$ cat config.mk
export PLATFORM = sky130hd
export DESIGN_NAME = multicycle_controller
export DESIGN_NICKNAME = d
export VERILOG_FILES = /design/src/rtl/controller_pkg.sv /design/src/rtl/multicycle_controller.sv
export SDC_FILE = /design/constraint.sdc
export NUM_CORES = 1
export LEC_CHECK = 0
export BUFFER_PORTS_ARGS = -buffer_cell sky130_fd_sc_hd__buf_2
export CAP_MARGIN = 20
export CORE_MARGIN = 1.5
export CORE_UTILIZATION = 46
export DETAILED_ROUTE_END_ITERATION = 16
export GPL_TIMING_DRIVEN = 0
export MAX_ROUTING_LAYER = met4
export PLACE_DENSITY = 0.74
export SYNTH_ARGS = -nofsm -noshare
export SYNTH_HDL_FRONTEND = slang
export SYNTH_SLANG_ARGS = --single-unit
$ cat constraint.sdc
create_clock -name clock -period 2.5 [get_ports clock]
set_input_delay 0.25 -clock clock [delete_from_list [all_inputs] [get_ports clock]]
set_output_delay 0.25 -clock clock [all_outputs]
set_load 0.05 [all_outputs]
$ cat src/rtl/controller_pkg.sv
// Shared encodings for the multi-cycle RISC-V main controller: FSM states,
// supported opcodes and the ALU control field values.
package controller_pkg;

    typedef enum logic [3:0] {
        S_FETCH    = 4'd0,
        S_DECODE   = 4'd1,
        S_MEMADDR  = 4'd2,
        S_MEMREAD  = 4'd3,
        S_MEMWB    = 4'd4,
        S_MEMWRITE = 4'd5,
        S_EXECUTE  = 4'd6,
        S_RWB      = 4'd7,
        S_BRANCH   = 4'd8,
        S_TRAP     = 4'd9
    } state_e;

    localparam logic [6:0] R_TYPE = 7'b0110011;
    localparam logic [6:0] LOAD   = 7'b0000011;
    localparam logic [6:0] STORE  = 7'b0100011;
    localparam logic [6:0] BRANCH = 7'b1100011;

    localparam logic [1:0] ALU_ADD   = 2'b00;
    localparam logic [1:0] ALU_SUB   = 2'b01;
    localparam logic [1:0] ALU_FUNCT = 2'b10;

    localparam logic [1:0] SRCB_RS2  = 2'b00;
    localparam logic [1:0] SRCB_FOUR = 2'b01;
    localparam logic [1:0] SRCB_IMM  = 2'b10;

endpackage

$ cat src/rtl/multicycle_controller.sv
// Multi-cycle main control FSM: sequences fetch/decode/execute/memory/writeback
// over one memory port and one ALU, and counts retired instructions.
module multicycle_controller
    import controller_pkg::*;
(
    input  logic        clock,
    input  logic        reset,
    input  logic [6:0]  opcode,
    input  logic        memoryReady,
    output logic        PCWrite,
    output logic        branch,
    output logic        PCSource,
    output logic        IorD,
    output logic        memoryRead,
    output logic        memoryWrite,
    output logic        IRWrite,
    output logic        memoryToRegister,
    output logic        regWrite,
    output logic        ALUSrcA,
    output logic [1:0]  ALUSrcB,
    output logic [1:0]  ALUOp,
    output logic        illegal,
    output logic [3:0]  state,
    output logic [31:0] instrCount
);

    state_e      state_q;
    state_e      next_state;
    logic [31:0] instr_count_q;
    logic        illegal_q;
    logic        retire;

    // NOTE: every state register lives in one always_ff with non-blocking
    // assignments, so all of them update from the same pre-edge values.
    always_ff @(posedge clock) begin
        if (reset) begin
            state_q       <= S_FETCH;
            instr_count_q <= '0;
            illegal_q     <= 1'b0;
        end else begin
            state_q       <= next_state;
            instr_count_q <= instr_count_q + {31'd0, retire};
            if (next_state == S_TRAP) begin
                illegal_q <= 1'b1;
            end
        end
    end

    always_comb begin
        next_state = S_FETCH;
        case (state_q)
            S_FETCH:    next_state = memoryReady ? S_DECODE : S_FETCH;
            S_DECODE: begin
                case (opcode)
                    R_TYPE:        next_state = S_EXECUTE;
                    LOAD, STORE:   next_state = S_MEMADDR;
                    BRANCH:        next_state = S_BRANCH;
                    default:       next_state = S_TRAP;
                endcase
            end
            S_MEMADDR:  next_state = (opcode == LOAD) ? S_MEMREAD : S_MEMWRITE;
            S_MEMREAD:  next_state = memoryReady ? S_MEMWB : S_MEMREAD;
            S_MEMWB:    next_state = S_FETCH;
            S_MEMWRITE: next_state = memoryReady ? S_FETCH : S_MEMWRITE;
            S_EXECUTE:  next_state = S_RWB;
            S_RWB:      next_state = S_FETCH;
            S_BRANCH:   next_state = S_FETCH;
            S_TRAP:     next_state = S_TRAP;
            default:    next_state = S_FETCH;
        endcase
    end

    // A retirement is the step back into FETCH from a final instruction state.
    always_comb begin
        retire = 1'b0;
        if (!reset && next_state == S_FETCH) begin
            case (state_q)
                S_MEMWB, S_MEMWRITE, S_RWB, S_BRANCH: retire = 1'b1;
                default:                              retire = 1'b0;
            endcase
        end
    end

    // NOTE: every output gets a default before the case, so no path through
    // this block leaves a signal unassigned and no latch is inferred.
    always_comb begin
        PCWrite          = 1'b0;
        branch           = 1'b0;
        PCSource         = 1'b0;
        IorD             = 1'b0;
        memoryRead       = 1'b0;
        memoryWrite      = 1'b0;
        IRWrite          = 1'b0;
        memoryToRegister = 1'b0;
        regWrite         = 1'b0;
        ALUSrcA          = 1'b0;
        ALUSrcB          = SRCB_RS2;
        ALUOp            = ALU_ADD;
        case (state_q)
            S_FETCH: begin
                memoryRead = 1'b1;
                ALUSrcB    = SRCB_FOUR;
                IRWrite    = memoryReady;
                PCWrite    = memoryReady;
            end
            S_DECODE: begin
                ALUSrcB = SRCB_IMM;
            end
            S_MEMADDR: begin
                ALUSrcA = 1'b1;
                ALUSrcB = SRCB_IMM;
            end
            S_MEMREAD: begin
                memoryRead = 1'b1;
                IorD       = 1'b1;
            end
            S_MEMWB: begin
                regWrite         = 1'b1;
                memoryToRegister = 1'b1;
            end
            S_MEMWRITE: begin
                memoryWrite = 1'b1;
                IorD        = 1'b1;
            end
            S_EXECUTE: begin
                ALUSrcA = 1'b1;
                ALUOp   = ALU_FUNCT;
            end
            S_RWB: begin
                regWrite = 1'b1;
            end
            S_BRANCH: begin
                ALUSrcA  = 1'b1;
                ALUOp    = ALU_SUB;
                branch   = 1'b1;
                PCSource = 1'b1;
            end
            default: ;
        endcase
        // Reset aborts the current step at once, even before the clock edge.
        if (reset) begin
            PCWrite          = 1'b0;
            branch           = 1'b0;
            PCSource         = 1'b0;
            IorD             = 1'b0;
            memoryRead       = 1'b0;
            memoryWrite      = 1'b0;
            IRWrite          = 1'b0;
            memoryToRegister = 1'b0;
            regWrite         = 1'b0;
            ALUSrcA          = 1'b0;
            ALUSrcB          = SRCB_RS2;
            ALUOp            = ALU_ADD;
        end
    end

    assign state      = state_q;
    assign instrCount = instr_count_q;
    assign illegal    = illegal_q;

endmodule

---- After elaboration in Yosys (flattened, before gate mapping) ----
Cells that the tools add are included.
storage, ports and cells
  ROM bits ................................ 0
  bits in writable memories ............... 0
  register bits ........................... 37
  bits in latches ......................... 0
  memories kept ........................... 0
  output and inout bits ................... 51
  bits of input ports ..................... 10
cells by class
  equality and inequality tests ........... 14
  mux-type cells .......................... 28
  shifts and indexed selects .............. 0
  reduce and logical (&&, ||, !) cells .... 11
  bitwise gates (word level) .............. 0
  divide/modulo/power cells ............... 0
  $mul .................................... 0
  add/subtract/negate cells ............... 1
  $lt $le $gt $ge ......................... 0
operators by type and width
  operator              count
  $add A32 B1 Y32       1
  $pmux W4 S7           1
  $mux W1               19
  $eq A4 B3 Y1 const B  4
  $eq A7 B6 Y1 const B  2
  $eq A4 B4 Y1 const B  3
  $pmux W4 S3           1
  $reduce_or A2 Y1      5
  $mux W3               3
  $eq A4 B2 Y1 const B  2
  $logic_not A4 Y1      2
  $pmux W2 S2           2
  $eq A7 B2 Y1 const B  1
  $eq A7 B7 Y1 const B  1
  $eq A4 B1 Y1 const B  1
  $mux W2               2
  $reduce_or A4 Y1      1
  $reduce_or A3 Y1      1
  $logic_and A1 B1 Y1   1
  $logic_not A1 Y1      1

---- Depth between registers and ports, before layout ----
  word-level depth ........................ 8
  depth in mapped cells ................... 11
  depth with buffers taken out ............ 9

---- Least setup slack after synthesis ----
No wires, ideal clock.
  kind .................................... register to output
  start point ............................. register state_q[2] (netlist: state[2])
  end point ............................... output PCWrite
  cell stages (with the launch flop) ...... 6
  slack ................................... -0.838 ns
  arrival time ............................ 3.088 ns
  cell sequence ........................... dfxtp_1 clkbuf_1 or3_1 nor3_1 and2_1 buf_4
on the way
  cells in the longest elaborated chain, start to end .. 3
ends and longest elaborated chain
  what                    line                         source
  start, declared         multicycle_controller.sv:27  state_e state_q;
  start signal, assigned  multicycle_controller.sv:41  state_q <= next_state;
  $logic_not A4 Y1        -
  $mux W1 (2 in series)   -
  end, declared           multicycle_controller.sv:10  output logic PCWrite,
No other way between the ends.

---- Final worst setup path ----
  start point ............................. register state_q[2] (netlist: state[2])
  end point ............................... register instr_count_q[31] (netlist: instrCount[31])
on the way
  cells in the longest elaborated chain, start to end .. 6
  elaborated cells between the ends (all ways) .. 17
  classes of those cells .................. add/sub (1); eq/ne (9); mux (3); reduce/logical (4)
ends and longest elaborated chain
  what                                        line                         source
  $eq A4 B4 Y1, or another cell as far along  multicycle_controller.sv:51  case (state_q)
  $pmux W4 S7                                 multicycle_controller.sv:51
  $logic_not A4 Y1                            multicycle_controller.sv:76  if (!reset && next_state == S_FETCH) begin
  $logic_and A1 B1 Y1                         multicycle_controller.sv:76
  $mux W1 *                                   multicycle_controller.sv:76
  $add A32 B1 Y32 *                           multicycle_controller.sv:42  instr_count_q <= instr_count_q + {31'd0, retire};
  end signal, assigned                        multicycle_controller.sv:42
  end, declared                               multicycle_controller.sv:29  logic [31:0] instr_count_q;
Mark *: on every way between the ends. The rest lies on a longest branch, timed or not.
A chain may end at the register's enable or synchronous reset.

==> key figures <==
Drt
  – 1st-pass router iterations: 4
  – Via Count: 2108
  – Average vias per placed instance: 5.71
  – # DRC: 0
  – Routed WL: 5.27 mm
  – Post-route ant nets: 0
  – Avg WL per Cell: 14.3 µm
  – Number of DRC markers in iteration 0: 138

Yosys
  – Async S/R FF share, synth: 0%
  – Complex-gate fraction of the synthesized area: 15.2%
  – Number of synthesized flops with an enable pin: 0
  – Top post-synthesis cells by area: dfxtp_1, o31ai_1, xor2_1
  – Mapped cell area: 2020 µm²
  – Fraction of synthesized cell area in xor and xnor cells: 6.06%
  – Syn_area_per_cell: 8.47 µm²
  – Yosys warns: 0
  – Leading area contributor after synthesis: dfxtp_1
  – Largest family of logic cells by synthesized area: simple AND/OR/NAND/NOR gates
  – Synth top area share: 36.6%
  – Cells after synthesis: 239
  – Mux cell area share after synthesis: 1.11%
  – Unique masters post-synth: 44
  – Seq cells post-synth: 37
  – Fraction of the mapped netlist area in simple logic gates: 34.6%
  – Ys flop type: dfxtp_1
  – Post-Synth Adder-Cell Area: 1.24%
  – Post-synthesis sequential area ratio: 36.6%
  – Mapped Nets: 251

Hold path
  – Hold Crit Class: primary input to flip-flop
  – Hold Crit Start: opcode[6]

Cells and area
  – Util after Layout: 66.2%
  – Area Overhead vs Synth: 34.6%
  – Fillers: 359
  – Multi-input logic area: 1290 µm²
  – Share of layout cells above drive strength 1: 38.6%
  – NumNets Final: 331
  – Sequential Area: 748 µm²
  – Antenna diode count: 0

Worst setup path
  – CP Buf/Inv Count: 2
  – Worst Path Max Fanout: 8
  – Worst reg2reg path startpoint: state[2]
  – Worst setup path start: state[2]
  – Cell family with most CP delay: simple AND/OR/NAND/NOR gates
  – Required @ worst endpoint: 2.68 ns
  – Crit end category: flip-flop
  – CP max-delay cell: mux2_2
  – Slowest stage delay, CP: 0.36 ns
  – Crit path cell chain: buf_8 > nand2b_4 > o21ai_2 > nand2_1 > nor4_2 > ha_2 > and2_4 > buf_8 > nand4_4 > nor4_2 > mux2_2
  – Crit start category: flip-flop
  – CP Class: flip-flop to flip-flop
  – Worst path arrival time: 2.65 ns

Clock tree
  – Skew-Pair Late Insertion Delay: 0.29 ns
  – Hold-fix buffers, CTS: 0
  – CTS tree: yes
  – H-tree levels: 2
  – Clock Sinks: 37
  – Worst-path clk slew: 0.07 ns
  – Total CTS buffers: 5
  – Clock Path Buffers: 2
  – CTS Root Cell: clkbuf_8

Die
  – Row cnt: 23
  – Die height: 69.3 µm
  – Die Span X: 69.3 µm
  – Core area: 4120 µm²
  – Starting Density: 49.2%
  – I/O pin count: 61
  – Die Footprint: 4810 µm²

Global route
  – First-pass GRT wire length: 8.07 mm
  – Total track usage: 20.5%
  – Vias in the first global route: 1768
  – Overflow after GRT: 0
  – Largest net degree at the start of global routing: 11
  – Antenna violations before repair: 0

Timing
  – Final Max Slew Viols: 0
  – Final Hold Viols: 0
  – Setup WS post-layout: 0.0309 ns
  – Period utilization: 98.8%
  – Tmin final: 2.47 ns
  – Hold Slack: 0.317 ns
  – Endpoints failing setup: 0
  – RSZ-0062 raised after global routing: true
  – Worst rel slew slack: 60.8%
  – Worst-Margin Slew: 0.588 ns
  – Max Fclk: 405 MHz
  – Clock skew: 0.00675 ns

Place
  – Dpl ws: -0.262 ns
  – GP Congestion: 0.778
  – Port Buffers: 60
  – DP HPWL: 3.54 mm

Run
  – Max Cap Viol: 0

Status
  – Outcome: complete, no violations

Power
  – Power per cell area: 429 nW/µm²
  – Leak Pwr: 1.16 nW
  – Worst VDD drop: 0.297 mV
## cells in the mapped netlist (3+ instances only)
cell / instances
a21oi_1: 16
and2_1: 5
and3_1: 4
and4_1: 5
buf_6: 3
clkbuf_1: 10
dfxtp_1: 37
inv_1: 4
nand2_1: 14
nand2b_1: 7
nand3_1: 8
nand4_1: 8
nor2_1: 23
nor2b_1: 4
nor3_1: 4
nor4_1: 8
o21ai_0: 5
o21ba_2: 3
o31ai_1: 14
or3_1: 4
or4_1: 12
xor2_1: 12
## final cells by class
class	count	share of cell area, %
multi-input combinational	182	47.4
sequential	37	27.5
timing repair buffer	73	14.5
buffer	16	4.64
clock buffer	7	3.17
tap	50	2.30
inverter	4	0.551
## sequential cells by signal, indices dropped and copies added (netlist names)
signal / count
illegal: 1
instrCount: 32
state: 4
## what timing repair did
action                                  in CTS  in global routing
endpoints found under the setup margin      11                 18
resized for setup                            5                 17
pin swaps                                    4                 14
buffers inserted                             3                 10
## path summary, 6_finish.rpt
path	endpoint	slack [ns]	cells past startpoint
worst min register to register	illegal	0.49	1
worst min-delay path	state[2]	0.32	4
worst max-delay path	instrCount[31]	0.03	11
worst max register to register	instrCount[31]	0.03	11
## report_power, final
group / switching [mW] / leakage (nW) / internal [mW] / total [mW]
registers: 0.00747 / 0.301 / 0.593 / 0.601
clock network: 0.208 / 0.0443 / 0.219 / 0.427
logic: 0.0976 / 0.813 / 0.0423 / 0.140
## layout by cell type (no fill, tap or decap), drive strengths merged, types with 2 or more instances in the layout
cell / count
and4: 6
ha: 2
nand3b: 2
o21bai: 2
nand4: 9
o21ai: 5
nand2b: 7
and3: 4
nor4: 8
xor2: 12
nand2: 15
nand3: 10
buf: 81
a31oi: 2
mux2: 2
o21ba: 3
nor2b: 4
dfxtp: 37
or3: 4
inv: 4
and2: 5
clkbuf: 15
nor2: 23
a21oi: 16
nor3: 4
xnor2: 2
or4: 12
o31ai: 14
## per-stage QoR
stage / setup TNS [ns] / cells / area [µm²] / power [mW]
2_1_floorplan: -0.192 / 239 / 2100 / 0.712
3_3_place_gp: -2.03 / 349 / 2460 / 0.744
3_5_place_dp: -2.49 / 349 / 2460 / 0.745
4_1_cts: 0 / 359 / 2600 / 1.17
5_1_grt: -0.191 / 369 / 2720 / 1.21
6_report: 0 / 369 / 2720 / 1.17
## routing by layer
layer	vias to the layer above	routed length, µm	GRT usage [%]
li1	1040	-	-
met1	1015	2440	26.4
met2	49	2570	32.9
met3	4	217	4.94
met4	0	37	3.92
met5	-	0	-
## worst register-to-register path: stages (launching register included)
cell and delay [ns]:
dfxtp_4 0.35, buf_8 0.12, nand2b_4 0.15, o21ai_2 0.14, nand2_1 0.09, nor4_2 0.22, ha_2 0.23, and2_4 0.15
buf_8 0.11, nand4_4 0.14, nor4_2 0.31, mux2_2 0.36
## cells by family (layout without fill, tap and decap cells)
kind of cell	after synthesis	count (layout)
muxes	2	2
adders and majority gates	2	2
buffers and inverters	20	100
AOI/OAI and AO/OA	47	47
DFF	37	37
and+or+nand+nor	117	117
xor gates and xnor gates	14	14
Note: power is estimated with default switching activity, not from simulation.
